`src/rtl/sparse_expand_pkg.sv`:
```
// Shared constants, FSM state type and slice helper for the sparse channel receive path.
package sparse_pkg;

  localparam int channel_num     = 8;
  localparam int channel_num_log = 3;
  localparam int W               = 16;

  typedef enum logic {
    ST_FILL = 1'b0,
    ST_HOLD = 1'b1
  } state_e;

  function automatic int slice_off(input int i, input int w);
    return i * w;
  endfunction

endpackage

```
`src/rtl/sparse_expand_addr_decode.sv`:
```
// Channel address to one-hot write-enable decoder with an out-of-range flag.
module addr_decode #(
  parameter int n    = sparse_pkg::channel_num,
  parameter int logn = sparse_pkg::channel_num_log
) (
  input  logic [logn-1:0] addr_i,
  output logic [n-1:0]    onehot_o,
  output logic            oor_o
);

  always_comb begin
    onehot_o = '0;
    for (int i = 0; i < n; i++) begin
      onehot_o[i] = (addr_i == logn'(i));
    end
    oor_o = (int'(addr_i) >= n);
  end

endmodule

```
`src/rtl/sparse_expand.sv`:
```
// Rebuilds a dense channel vector plus occupancy mask from (address, value) entries,
// holding each completed frame under a valid/ready handshake.
module sparse_expand #(
  parameter int n    = sparse_pkg::channel_num,
  parameter int logn = sparse_pkg::channel_num_log,
  parameter int W    = sparse_pkg::W
) (
  input  logic            clk,
  input  logic            rst,
  input  logic            in_valid,
  output logic            in_ready,
  input  logic [logn-1:0] in_addr,
  input  logic [W-1:0]    in_data,
  input  logic            in_last,
  input  logic            in_nop,
  output logic            out_valid,
  input  logic            out_ready,
  output logic [n*W-1:0]  out_data,
  output logic [n-1:0]    out_mask,
  output logic [logn:0]   out_count,
  output logic            dup_err,
  output logic            range_err
);
  import sparse_pkg::*;

  localparam int CW = logn + 1;

  state_e        state_q, state_d;
  logic [W-1:0]  chan_q [n];
  logic [W-1:0]  chan_d [n];
  logic [n-1:0]  mask_q, mask_d;
  logic [CW-1:0] count_q, count_d;
  logic          dup_q, dup_d;
  logic          range_q, range_d;

  logic [n-1:0]  sel;
  logic          oor;
  logic          accept, wr, handshake;

  function automatic logic [CW-1:0] sat_inc(input logic [CW-1:0] c);
    return (c >= CW'(n)) ? c : c + CW'(1);
  endfunction

  addr_decode #(
    .n    (n),
    .logn (logn)
  ) u_addr_decode (
    .addr_i   (in_addr),
    .onehot_o (sel),
    .oor_o    (oor)
  );

  // Handshake signals are pure decodes of the state register.
  assign in_ready  = (state_q == ST_FILL);
  assign out_valid = (state_q == ST_HOLD);
  assign accept    = in_valid & in_ready;
  assign wr        = accept & ~in_nop & ~oor;
  assign handshake = out_valid & out_ready;

  always_comb begin
    state_d = state_q;
    mask_d  = mask_q;
    count_d = count_q;
    dup_d   = 1'b0;
    range_d = 1'b0;
    for (int i = 0; i < n; i++) begin
      chan_d[i] = chan_q[i];
    end

    if (handshake) begin
      mask_d  = '0;
      count_d = '0;
      for (int i = 0; i < n; i++) begin
        chan_d[i] = '0;
      end
      state_d = ST_FILL;
    end else if (accept) begin
      if (wr) begin
        mask_d  = mask_q | sel;
        count_d = sat_inc(count_q);
        dup_d   = |(mask_q & sel);
        for (int i = 0; i < n; i++) begin
          if (sel[i]) chan_d[i] = in_data;
        end
      end
      range_d = ~in_nop & oor;
      if (in_last) state_d = ST_HOLD;
    end
  end

  // Single register stage: every piece of state clears on reset so a partial frame is dropped.
  always_ff @(posedge clk or posedge rst) begin
    if (rst) begin
      state_q <= ST_FILL;
      mask_q  <= '0;
      count_q <= '0;
      dup_q   <= 1'b0;
      range_q <= 1'b0;
      for (int i = 0; i < n; i++) begin
        chan_q[i] <= '0;
      end
    end else begin
      state_q <= state_d;
      mask_q  <= mask_d;
      count_q <= count_d;
      dup_q   <= dup_d;
      range_q <= range_d;
      for (int i = 0; i < n; i++) begin
        chan_q[i] <= chan_d[i];
      end
    end
  end

  always_comb begin
    out_data = '0;
    for (int i = 0; i < n; i++) begin
      out_data[slice_off(i, W) +: W] = chan_q[i];
    end
  end

  assign out_mask  = mask_q;
  assign out_count = count_q;
  assign dup_err   = dup_q;
  assign range_err = range_q;

endmodule

```
`config.mk`:
```
export PLATFORM = sky130hd
export DESIGN_NAME = sparse_expand
export DESIGN_NICKNAME = d
export VERILOG_FILES = /design/src/rtl/sparse_expand_pkg.sv /design/src/rtl/sparse_expand_addr_decode.sv /design/src/rtl/sparse_expand.sv
export SDC_FILE = /design/constraint.sdc
export NUM_CORES = 1
export LEC_CHECK = 0
export BUFFER_PORTS_ARGS = -buffer_cell sky130_fd_sc_hd__buf_2
export CORE_ASPECT_RATIO = 0.9
export CORE_MARGIN = 2
export CORE_UTILIZATION = 45
export DETAILED_ROUTE_END_ITERATION = 10
export PLACE_DENSITY = 0.7
export SLEW_MARGIN = 20
export SYNTH_ARGS = -nofsm -noshare
export SYNTH_HDL_FRONTEND = slang
export SYNTH_SLANG_ARGS = --single-unit
export TNS_END_PERCENT = 50
```
`constraint.sdc`:
```
create_clock -name clk -period 5.3 [get_ports clk]
set_input_delay 0.265 -clock clk [delete_from_list [all_inputs] [get_ports clk]]
set_output_delay 0.265 -clock clk [all_outputs]
set_load 0.03 [all_outputs]
```
* Word level (Yosys, flattened, before mapping)
Index checks and enable logic that the tools add are counted.
** Cells by class
- Eq/ne operators :: 8
- Add/sub/neg operators :: 1
- Order comparisons :: 1
- Multiplexer cells :: 24
- Reductions and logical operators :: 24
- Bitwise logic cells :: 7
** Operators by type and width (number)
- 128-bit two-way mux :: 3
- 16-bit two-way mux :: 8
- 3-bit AND reduction :: 9
- 8-bit two-way mux :: 3
- 2-bit nonzero test :: 11
- 4-bit two-way mux :: 4
- 3-bit equality test, second input constant :: 4
- 8-bit AND :: 1
- 8-bit bitwise OR :: 1
- 8-bit OR reduction :: 1
- 3-bit by 2-bit equality test with 1-bit output, second input constant :: 2
- 1-bit two-way mux :: 6
- 4-bit by 1-bit adder with 4-bit output, second input constant :: 1
- 4-bit >= comparator, second input constant :: 1
- 2-bit AND reduction :: 2
- 1-bit AND :: 3
- 3-bit by 1-bit equality test with 1-bit output, second input constant :: 1
- 3-bit logical NOT :: 1
- 2-bit inequality test, second input constant :: 1
- 1-bit inverter :: 2
** Storage, ports and cells
- Input port bits :: 25
- Logic and storage cells :: 77
- Flip-flop bits (word level) :: 142
- Output and inout port bits :: 144

* Depth between registers and ports, before layout
Gate-level depths: netlist (run 1).
- Depth after elaboration :: 6
- Gate-level depth with buffers :: 6
- Depth with buffers taken out :: 4

* By module
A second synthesis (run 1) with hierarchy kept.
** Unflattened totals
- Cell total of the unflattened synthesis :: 658
- Area, all modules :: 6155.9 um2
** Modules (own cells, without submodules)
- sparse_expand :: seq. area each 3578.4 um2, times used 1, cells an instance 648, area an instance 6079.6 um2
- addr_decode :: seq. area each 0.0 um2, times used 1, cells an instance 10, area an instance 76.3 um2

* Worst setup path before layout (run 1)
Ideal clock, no wire load.
- Path kind :: reg-to-reg
- From :: register state_q (netlist: out_valid)
- To :: register chan_q (netlist bit out_data[0])
- Cell stages (with the launch flop) :: 7
- Required time :: 5.173 ns
- Data arrival time :: 1.551 ns
- Library setup time :: 0.127 ns
- Period minus slack after synthesis :: 1.678 ns
- Setup slack :: 3.622 ns
- Buffers on the path :: 3
- Path through :: dfrtp_1 > buf_6 > nor4b_4 > and2_1 > buf_2 > buf_2 > o21ai_0
** On the way
- Cells in the longest elaborated chain, start to end :: 5
- Elaborated cells on any way between the ends :: 9
- Classes of those cells :: mux (1); bitwise (4); reduce/logical (4)
** Ends and longest elaborated chain
- start, declared :: RTL line sparse_expand.sv:28 : state_e state_q, state_d;
- start signal, assigned :: RTL line sparse_expand.sv:103 : state_q <= state_d;
- 1-bit inverter :: RTL line sparse_expand.sv:54 : assign in_ready = (state_q == ST_FILL);
- 1-bit AND :: RTL line sparse_expand.sv:56 : assign accept = in_valid & in_ready;
- 1-bit AND :: RTL line sparse_expand.sv:57 : assign wr = accept & ~in_nop & ~oor;
- 2-bit nonzero test (no source line)
- 3-bit AND reduction (no source line)
- end signal, assigned by index :: RTL line sparse_expand.sv:109 : chan_q[i] <= chan_d[i];
- end, declared :: RTL line sparse_expand.sv:29 : logic [W-1:0] chan_q [n];
Several ways; a longest one is shown, not always the timed one.
A chain may end at the register's enable or synchronous reset.

* Worst setup path after layout (run 1)
- From :: register state_q (netlist: out_valid)
- To :: register chan_q (netlist bit out_data[59])
Same word-level chain as after synthesis.

==> results of run 1 <==
==> worst paths after layout <==
path                                    startpoint                        to  slack, ns  cells after the start
min                                        in_last     out_valid$_DFFE_PP0P_        0.1                      3
max reg2reg                  out_valid$_DFFE_PP0P_  out_data[59]$_DFFE_PP0P_       2.55                      4
max                          out_valid$_DFFE_PP0P_  out_data[59]$_DFFE_PP0P_       2.55                      4
max in group asynchronous                      rst  out_data[78]$_DFFE_PP0P_       3.41                      4
min in group asynchronous                      rst  out_data[93]$_DFFE_PP0P_       0.47                      3
min reg2reg                out_mask[7]$_DFFE_PP0P_   out_mask[7]$_DFFE_PP0P_       0.51                      1
==> metrics by stage <==
step	instances	utilization (%)
after floorplan	647	-
after global placement	921	51.9
after detailed placement	921	51.9
after CTS	952	56.3
after global routing	952	56.4
final	952	56.4
==> cells by family (layout without fill, tap and decap cells) <==
logic type	count (synthesis)	count (layout)	share of synthesized area, %
other	1	1	0.0621
multiplexers	15	15	2.53
flip-flops	142	142	58.8
AND/OR/NAND/NOR	283	283	21.5
AO/OA/AOI/OAI	131	131	11.3
buffers and inverters	72	209	5.24
adder cells (fa/ha/maj)	2	2	0.414
XOR/XNOR	1	1	0.145
==> cell type report <==
type	instances	area [um^2]
inverters	4	20.0
well taps	168	210
flip-flops and latches	142	3550
multi-input cells	433	2190
clock buffers	18	429
clock inverters	12	146
fillers	1207	5760
repair buffers	175	898
==> metal layers <==
metal,wire [um],GRT usage (%),up-vias
met3,2120,10.1,42
met4,443,7.55,2
met2,8130,37.9,310
li1,-,-,2439
met1,8020,37.4,2628
met5,13,0,-
==> state kept, by name, indices dropped and copies added, names as in the netlist <==
| register | cells |
|---|---|
| out_data | 128 |
| dup_err | 1 |
| out_mask | 8 |
| out_valid | 1 |
| out_count | 4 |
==> tightest hold or removal path: cells and delay by family <==
family,cells,cell delay [ns]
buffers and inverters,1,0.08
and+or+nand+nor,1,0.06
AOI/OAI and AO/OA,1,0.07
==> report_power, final <==
part	switching [mW]	internal (mW)
sequential	0.0628	1.17
clock	0.449	0.731
combinational	0.366	0.117
total	0.878	2.02
==> cells in the final DEF, fill, tap and decap left out, types with 2 or more instances in the layout <==
master / synthesis / final
buf_2: 19 / 167
dfrtp_1: 142 / 142
nand2_1: 140 / 139
o21ai_0: 120 / 120
nand3_1: 109 / 109
clkbuf_16: 0 / 17
mux2i_1: 13 / 13
and2_1: 9 / 9
nand4_1: 9 / 9
o21a_1: 8 / 8
buf_4: 4 / 7
clkinv_2: 0 / 6
nor2_1: 5 / 4
inv_1: 4 / 3
and3_1: 3 / 3
bufinv_16: 0 / 3
mux2_2: 2 / 2
nor3b_1: 2 / 2
inv_6: 0 / 2
ha_1: 2 / 2
clkinv_4: 0 / 2
==> what timing repair did <==
| item | in CTS | in global routing |
|---|---|---|
| endpoints found under the setup margin | 0 | 0 |
| hold endpoints to repair | 69 | 0 |
| hold buffers | 1 | 0 |
| buffers inserted | 0 | 0 |
==> summary.txt, run 1 <==
Status
  • Status: complete, no violations

CTS
  • Worst-path clk slew: 0.06 ns
  • Total CTS buffers: 17
  • CTS tree: done
  • CTS Sinks: 142
  • H-tree depth: 4
  • Deepest clock path buffer count: 2
  • Clk root buf: clkbuf_16
  • Worst skew pair latency: 0.42 ns
  • PostCTS Resize Cnt: 0

STA
  • RSZ-0062 raised after global routing: false
  • Worst-Margin Slew: 0.932 ns
  • Final slew viol count: 0
  • Final period util: 52.0%
  • Min Tclk post-route: 2.75 ns
  • Hold_ws: 0.0992 ns
  • Final Hold Fails: 0
  • Setup violators final: 0
  • Rel. slew slack: 37.9%
  • Fmax: 363 MHz
  • Final worst slack: 2.55 ns
  • Skew final: 0.00439 ns
  • Setup TNS: 0 ns

Synthesis
  • Mapped Nets: 674
  • #FFs+latches synth: 142
  • Total number of yosys warnings: 0
  • Post-synth top area share: 58.8%
  • Commonest cells in the netlist: dfrtp_1 (142), nand2_1 (140), o21ai_0 (120), nand3_1 (109), clkbuf_1 (41)
  • Post-synth EDFFs: 0
  • Post-Synthesis Cells: 647
  • Largest cells by area after synthesis: dfrtp_1 (59%), o21ai_0 (9.9%), nand3_1 (9.0%)
  • Yosys top cell by area: dfrtp_1
  • Most numerous cell in the Yosys netlist: dfrtp_1
  • Syn_area_per_cell: 9.34 um^2
  • Asr flop ratio synth: 100%
  • Main synth FF type: dfrtp_1
  • Post-synthesis sequential area ratio: 58.8%
  • Synth unique cells: 29
  • Mapped cell area: 0.00604 mm^2

Floorplanning
  • IO Pins: 169
  • Die Wd: 126 um
  • Height of the chip: 114 um
  • Die area: 0.0144 mm^2
  • # rows: 40
  • Starting Density: 45.7%
  • Core area: 0.0132 mm^2

Finish
  • Layout net count: 800
  • Area grow syn2layout: 23.3%
  • Post-route cell area: 0.00745 mm^2
  • Share of cells above drive strength 1: 27.0%
  • N_diodes: 0

Critical path
  • Worst setup path class: flip-flop to flip-flop
  • Slowest CP cell: and4bb_2
  • Worst-path maximum fanout: 35
  • CP delay by family, top: simple AND/OR/NAND/NOR gates
  • Startpoint types: flip-flop
  • Crit-path max cell delay: 0.79 ns
  • Worst Path Buf+Inv: 1
  • Worst EP required: 5.56 ns
  • Worst Setup End Kind: flip-flop
  • Crit path cell chain: and4bb_2 -> buf_4 -> and2_0 -> o21ai_0
  • Crit path DAT: 3.01 ns

GRT
  • Antenna violations before repair: 1
  • Largest net degree at the start of global routing: 93
  • Total Routing Usage GR: 26.4%
  • Overflow after GRT: 0
  • Number of global-route vias before repair: 5,191
  • First-pass GRT wire length: 28.8 mm

Place
  • DP Area: 0.00686 mm^2
  • Routability Congestion: 0.828
  • IO Port Bufs: 167
  • Setup WS pre-CTS: 2.58 ns
  • Post-DP HPWL: 12.3 mm

Run
  • Max cap viols: 0

Routing
  • Total iterations of the first detailed-routing run: 5
  • Drt wl/cell: 19.7 um
  • Via Count: 5,421
  • DR DRC count: 0
  • ANT nets after route: 0
  • 1st-iter DRT viols: 728
  • DR vias/cell: 5.69
  • Routed WL: 18.7 mm

Worst hold path
  • Worst hold-check path type: input pin to flip-flop

Pwr
  • Pwr Total: 2.89 mW
  • Cell area power density: 388 mW/mm^2
  • Worst-case vdd ir drop: 0.185 mV
  • Static leakage: 3.78 nW
No activity file was read; power rests on OpenSTA's default activity.
==> inputs of run 2 (changes only) <==
==> constraint.sdc (replaced) <==
create_clock -name clk -period 2.8 [get_ports clk]
set_input_delay 0.14 -clock clk [delete_from_list [all_inputs] [get_ports clk]]
set_output_delay 0.14 -clock clk [all_outputs]
set_load 0.03 [all_outputs]
==> run 2 against run 1 <==
Compared with the run above: non-clock buffer count up 6; register-to-register slack worse by 2.0 ns; routed wire length is 0.11% higher; combinational power is 92% higher; worst hold slack worse by 0.036 ns; worst setup slack lost 2.0 ns; via count up 0.66%; maximum frequency up 24%; final cell count up 0.84%; critical path type unchanged; critical path depth unchanged; total power rose by 90%; critical endpoint is now out_data[80]$_DFFE_PP0P_.
==> summary.txt, run 2 (synthesis gave the netlist of run 1 again) <==
Status
  • Status: complete, no violations

GRT
  • GRT busiest layer: met2
  • Overflow after GRT: 0
  • Grt met3 use: 6.61%
  • First-pass GRT wire length: 28.8 mm
  • Total Routing Usage GR: 26.2%
  • Largest net degree at the start of global routing: 143
  • Grt met2 use: 38.9%
  • Number of global-route vias before repair: 5,156
  • Met1 usage: 38.3%
  • Antenna violations before repair: 0

Critical path
  • CP startpoint: out_valid$_DFFE_PP0P_
  • Worst-path maximum fanout: 48
  • Worst EP required: 3.07 ns
  • Worst setup path class: flip-flop to flip-flop
  • Startpoint types: flip-flop
  • Crit path DAT: 2.49 ns
  • R2r startpoint: out_valid$_DFFE_PP0P_
  • Worst Setup End Kind: flip-flop

STA
  • RSZ-0062 raised after global routing: false
  • Worst-Margin Slew: 0.798 ns
  • Final period util: 79.1%
  • Final slew viol count: 0
  • Final Hold Fails: 0
  • Skew final: 0.00570 ns
  • Hold_ws: 0.0632 ns
  • Rel. slew slack: 46.8%
  • Min Tclk post-route: 2.22 ns
  • Fmax: 451 MHz
  • Setup violators final: 0
  • Setup TNS: 0 ns

Finish
  • Layout fillers: 1,226
  • Commonest non-fill, non-tap cell in the layout: buf_2
  • Largest register FFs: 128
  • Share of cells above drive strength 1: 27.1%
  • Most frequent cells in the layout: buf_2 (167), dfrtp_1 (142), nand2_1 (139)
  • Area grow syn2layout: 24.7%
  • Finished Layout Cells: 960
  • Layout net count: 806
  • N_diodes: 0

Routing
  • 1st-iter DRT viols: 706
  • Total iterations of the first detailed-routing run: 5
  • ANT nets after route: 0
  • DR vias/cell: 5.68
  • Routed WL: 18.8 mm
  • Via Count: 5,457
  • DR DRC count: 0
  • Drt wl/cell: 19.5 um

CTS
  • CTS tree: done
  • CTS Sinks: 142
  • Worst skew pair latency: 0.42 ns
  • Deepest clock path buffer count: 2
  • Worst-path clk slew: 0.06 ns
  • Clk root buf: clkbuf_16
  • H-tree depth: 4
  • Postcts setup bufs: 0
  • Total CTS buffers: 17

Pwr
  • Clk pwr share: 40.8%
  • Flop pwr share: 42.3%
  • Worst-case vdd ir drop: 0.454 mV
  • Cell area power density: 730 mW/mm^2
  • Sw Ratio: 29.7%
  • Int Pwr: 3.87 mW
  • Combinational power share: 16.8%
  • Psw: 1.63 mW
  • Static leakage: 3.82 nW

Worst hold path
  • Worst hold-check path type: input pin to flip-flop
  • Hold path start: in_valid

Place
  • DP Cell Count: 925
  • Post-DP HPWL: 12.0 mm
  • IO Port Bufs: 167
  • Routability Congestion: 0.860

Floorplanning
  • # rows: 40
  • Height of the chip: 114 um
  • Die Wd: 126 um
  • IO Pins: 169
  • Die area: 0.0144 mm^2
  • Core area: 0.0132 mm^2
  • Starting Density: 45.7%

Run
  • Max cap viols: 0
[run 2: final timing paths]
kind	endpoint	slack, ns	cells past startpoint
min	out_count[3]$_DFFE_PP0P_	0.06	3
min in group asynchronous	out_data[90]$_DFFE_PP0P_	0.50	4
min reg2reg	out_count[2]$_DFFE_PP0P_	0.51	1
max in group asynchronous	out_data[78]$_DFFE_PP0P_	1.79	4
max reg2reg	out_data[80]$_DFFE_PP0P_	0.58	4
max	out_data[80]$_DFFE_PP0P_	0.58	4
[run 2: critical path, stage by stage, from the launching register on]
cell and delay [ns]:
dfrtp_1 0.49, nor4b_4 0.38, buf_4 0.50, and2_1 0.49
o21ai_0 0.19
[run 2: per-layer routing]
metal,up-vias,part of all wire [%],wire (um)
met5,-,0,0
met2,297,44,8330
li1,2452,-,-
met3,26,11,2100
met4,0,1.8,333
met1,2682,43,7990
[run 2: layout make-up]
| type | instances | area (um^2) | share of cell area (%) |
|---|---|---|---|
| timing repair buffer | 181 | 973 | 12.9 |
| inverter | 4 | 18.8 | 0.249 |
| clock buffer | 26 | 509 | 6.76 |
| multi-input combinational | 433 | 2190 | 29.0 |
| tap | 168 | 210 | 2.79 |
| clock inverter | 6 | 80.1 | 1.06 |
| sequential | 142 | 3550 | 47.2 |
[run 2: power by group through the flow]
stage | sequential (mW) | combinational, mW | clock [mW]
finish | 2.33 | 0.926 | 2.25
global route | 2.35 | 0.993 | 2.37
CTS | 2.33 | 0.929 | 2.28
detailed placement | 2.36 | 0.922 | 0
global placement | 2.36 | 0.903 | 0
floorplan | 2.66 | 0.298 | 0
[run 2: metrics by stage]
stage / util, % / worst slack (ns) / power, mW / instance area (um^2)
2_1_floorplan: - / 0.883 / 2.95 / 6050
3_3_place_gp: 52.3 / 0.800 / 3.26 / 6910
3_5_place_dp: 52.3 / 0.646 / 3.28 / 6910
4_1_cts: 57.0 / 0.634 / 5.53 / 7530
5_1_grt: 57.0 / 0.444 / 5.71 / 7530
6_report: 57.0 / 0.585 / 5.50 / 7530
[run 2: what timing repair did]
action	4_1_cts	5_1_grt
hold endpoints to repair	27	0
gates resized for setup	0	0
hold buffers	3	0
==> inputs of run 3 (changes only) <==
--- a/config.mk
+++ b/config.mk
@@ -10,7 +10,7 @@
 export CORE_MARGIN = 2
 export CORE_UTILIZATION = 45
 export DETAILED_ROUTE_END_ITERATION = 10
-export PLACE_DENSITY = 0.7
+export PLACE_DENSITY = 0.73
 export SLEW_MARGIN = 20
 export SYNTH_ARGS = -nofsm -noshare
 export SYNTH_HDL_FRONTEND = slang
==> constraint.sdc (replaced) <==
create_clock -name clk -period 1.8 [get_ports clk]
set_input_delay 0.09 -clock clk [delete_from_list [all_inputs] [get_ports clk]]
set_output_delay 0.09 -clock clk [all_outputs]
set_load 0.03 [all_outputs]
==> run 3 against run 2 <==
Compared with the run above: critical path depth did not move; largest cell class unchanged; die area did not move; highest routed layer is now met5; clock power rose by 65%; combinational power rose by 61%; total power rose by 60%; clock skew rose by 0.0019 ns.
==> summary.txt, run 3 (synthesis gave the netlist of run 1 again) <==
Floorplanning
  • Die area: 0.0144 mm^2
  • Starting Density: 45.7%
  • Height of the chip: 114 um
  • IO Pins: 169
  • # rows: 40
  • Die Wd: 126 um
  • Core area: 0.0132 mm^2

Run
  • Max cap viols: 0

Critical path
  • Worst-path maximum fanout: 15
  • Worst EP required: 2.08 ns
  • Crit path DAT: 1.91 ns
  • Startpoint types: flip-flop
  • Worst setup path class: flip-flop to flip-flop
  • Worst Setup End Kind: flip-flop

Finish
  • Most frequent cells in the layout: buf_2 (167), dfrtp_1 (142), nand2_1 (139)
  • Share of cells above drive strength 1: 29.5%
  • Largest register FFs: 128
  • Commonest non-fill, non-tap cell in the layout: buf_2
  • Layout fillers: 1,190
  • Layout net count: 820
  • Post-route core utilization: 58.5%
  • Area grow syn2layout: 27.9%
  • N_diodes: 0

GRT
  • Overflow after GRT: 0
  • Total Routing Usage GR: 26.7%
  • Antenna violations before repair: 1
  • First-pass GRT wire length: 29.5 mm
  • Number of global-route vias before repair: 5,271
  • Largest net degree at the start of global routing: 80

CTS
  • Total CTS buffers: 17
  • CTS tree: done
  • Worst skew pair latency: 0.41 ns
  • Postcts setup bufs: 0
  • Worst-path clk slew: 0.06 ns
  • H-tree depth: 4
  • CTS Sinks: 142
  • Clk root buf: clkbuf_16
  • Deepest clock path buffer count: 2

Worst hold path
  • Worst hold-check path type: input pin to flip-flop

Routing
  • Routed WL: 19.0 mm
  • Drt wl/cell: 19.5 um
  • DR DRC count: 0
  • Via Count: 5,524
  • 1st-iter DRT viols: 758
  • DR vias/cell: 5.67
  • ANT nets after route: 0
  • Total iterations of the first detailed-routing run: 5

Pwr
  • Worst-case vdd ir drop: 0.668 mV
  • Cell area power density: 1140 mW/mm^2
  • Pwr Total: 8.83 mW
  • Static leakage: 3.91 nW

STA
  • Final slew viol count: 0
  • Skew final: 0.00758 ns
  • Fmax: 613 MHz
  • Min Tclk post-route: 1.63 ns
  • Final period util: 90.7%
  • Final worst slack: 0.168 ns
  • Setup TNS: 0 ns
  • RSZ-0062 raised after global routing: false
  • Setup violators final: 0
  • Final Hold Fails: 0
  • Hold_ws: 0.0197 ns

Status
  • Status: complete, no violations

Place
  • Routability Congestion: 0.836
  • IO Port Bufs: 167
  • Setup WS pre-CTS: -0.00270 ns
  • Post-DP HPWL: 12.6 mm
[run 3: timing repair]
item	4_1_cts	5_1_grt
setup endpoints to repair	0	50
resized for setup	0	4
endpoints found under the hold margin	142	0
hold buffers	1	0
[run 3: power by group]
group          total, mW  leakage [nW]  internal [mW]  switching (mW)
combinational       1.49          1.67          0.394            1.09
clock               3.72         0.292           2.36            1.36
sequential          3.62          1.95           3.44           0.182
[run 3: final cells by class]
| type | count | area, um^2 | area share (%) |
|---|---|---|---|
| clock inverter | 13 | 189 | 2.44 |
| inverter | 4 | 18.8 | 0.243 |
| sequential | 142 | 3550 | 46.0 |
| tap | 168 | 210 | 2.72 |
| timing repair buffer | 195 | 1120 | 14.5 |
| multi-input combinational | 433 | 2190 | 28.4 |
| clock buffer | 19 | 443 | 5.73 |
[run 3: per-stage QoR]
step / cells / instance area [um^2]
5_1_grt: 974 / 7730
3_5_place_dp: 941 / 7080
6_report: 974 / 7730
3_3_place_gp: 941 / 7080
4_1_cts: 974 / 7720
2_1_floorplan: 647 / 6050
[run 3: worst paths after layout]
check / startpoint / to / slack (ns) / cells past startpoint
worst max-delay path: out_valid$_DFFE_PP0P_ / out_data[10]$_DFFE_PP0P_ / 0.17 / 4
worst max register to register: out_valid$_DFFE_PP0P_ / out_data[10]$_DFFE_PP0P_ / 0.17 / 4
max in group asynchronous: rst / out_data[122]$_DFFE_PP0P_ / 1.08 / 4
min in group asynchronous: rst / out_data[57]$_DFFE_PP0P_ / 0.36 / 4
worst min register to register: out_count[2]$_DFFE_PP0P_ / out_count[2]$_DFFE_PP0P_ / 0.52 / 1
worst min-delay path: in_valid / dup_err$_DFF_PP0_ / 0.02 / 3
[run 3: metal layers]
layer  share of wire [%]  track usage [%]
met5               0.063                0
met4                 1.2             7.03
met3                  12             8.63
met2                  45             38.7
met1                  42             39.1
[run 3: worst max-delay path: stages, from the launching register on]
cell and delay [ns]:
dfrtp_1 0.42, nor4b_4 0.45, and2_1 0.27, buf_4 0.23, o21ai_0 0.13
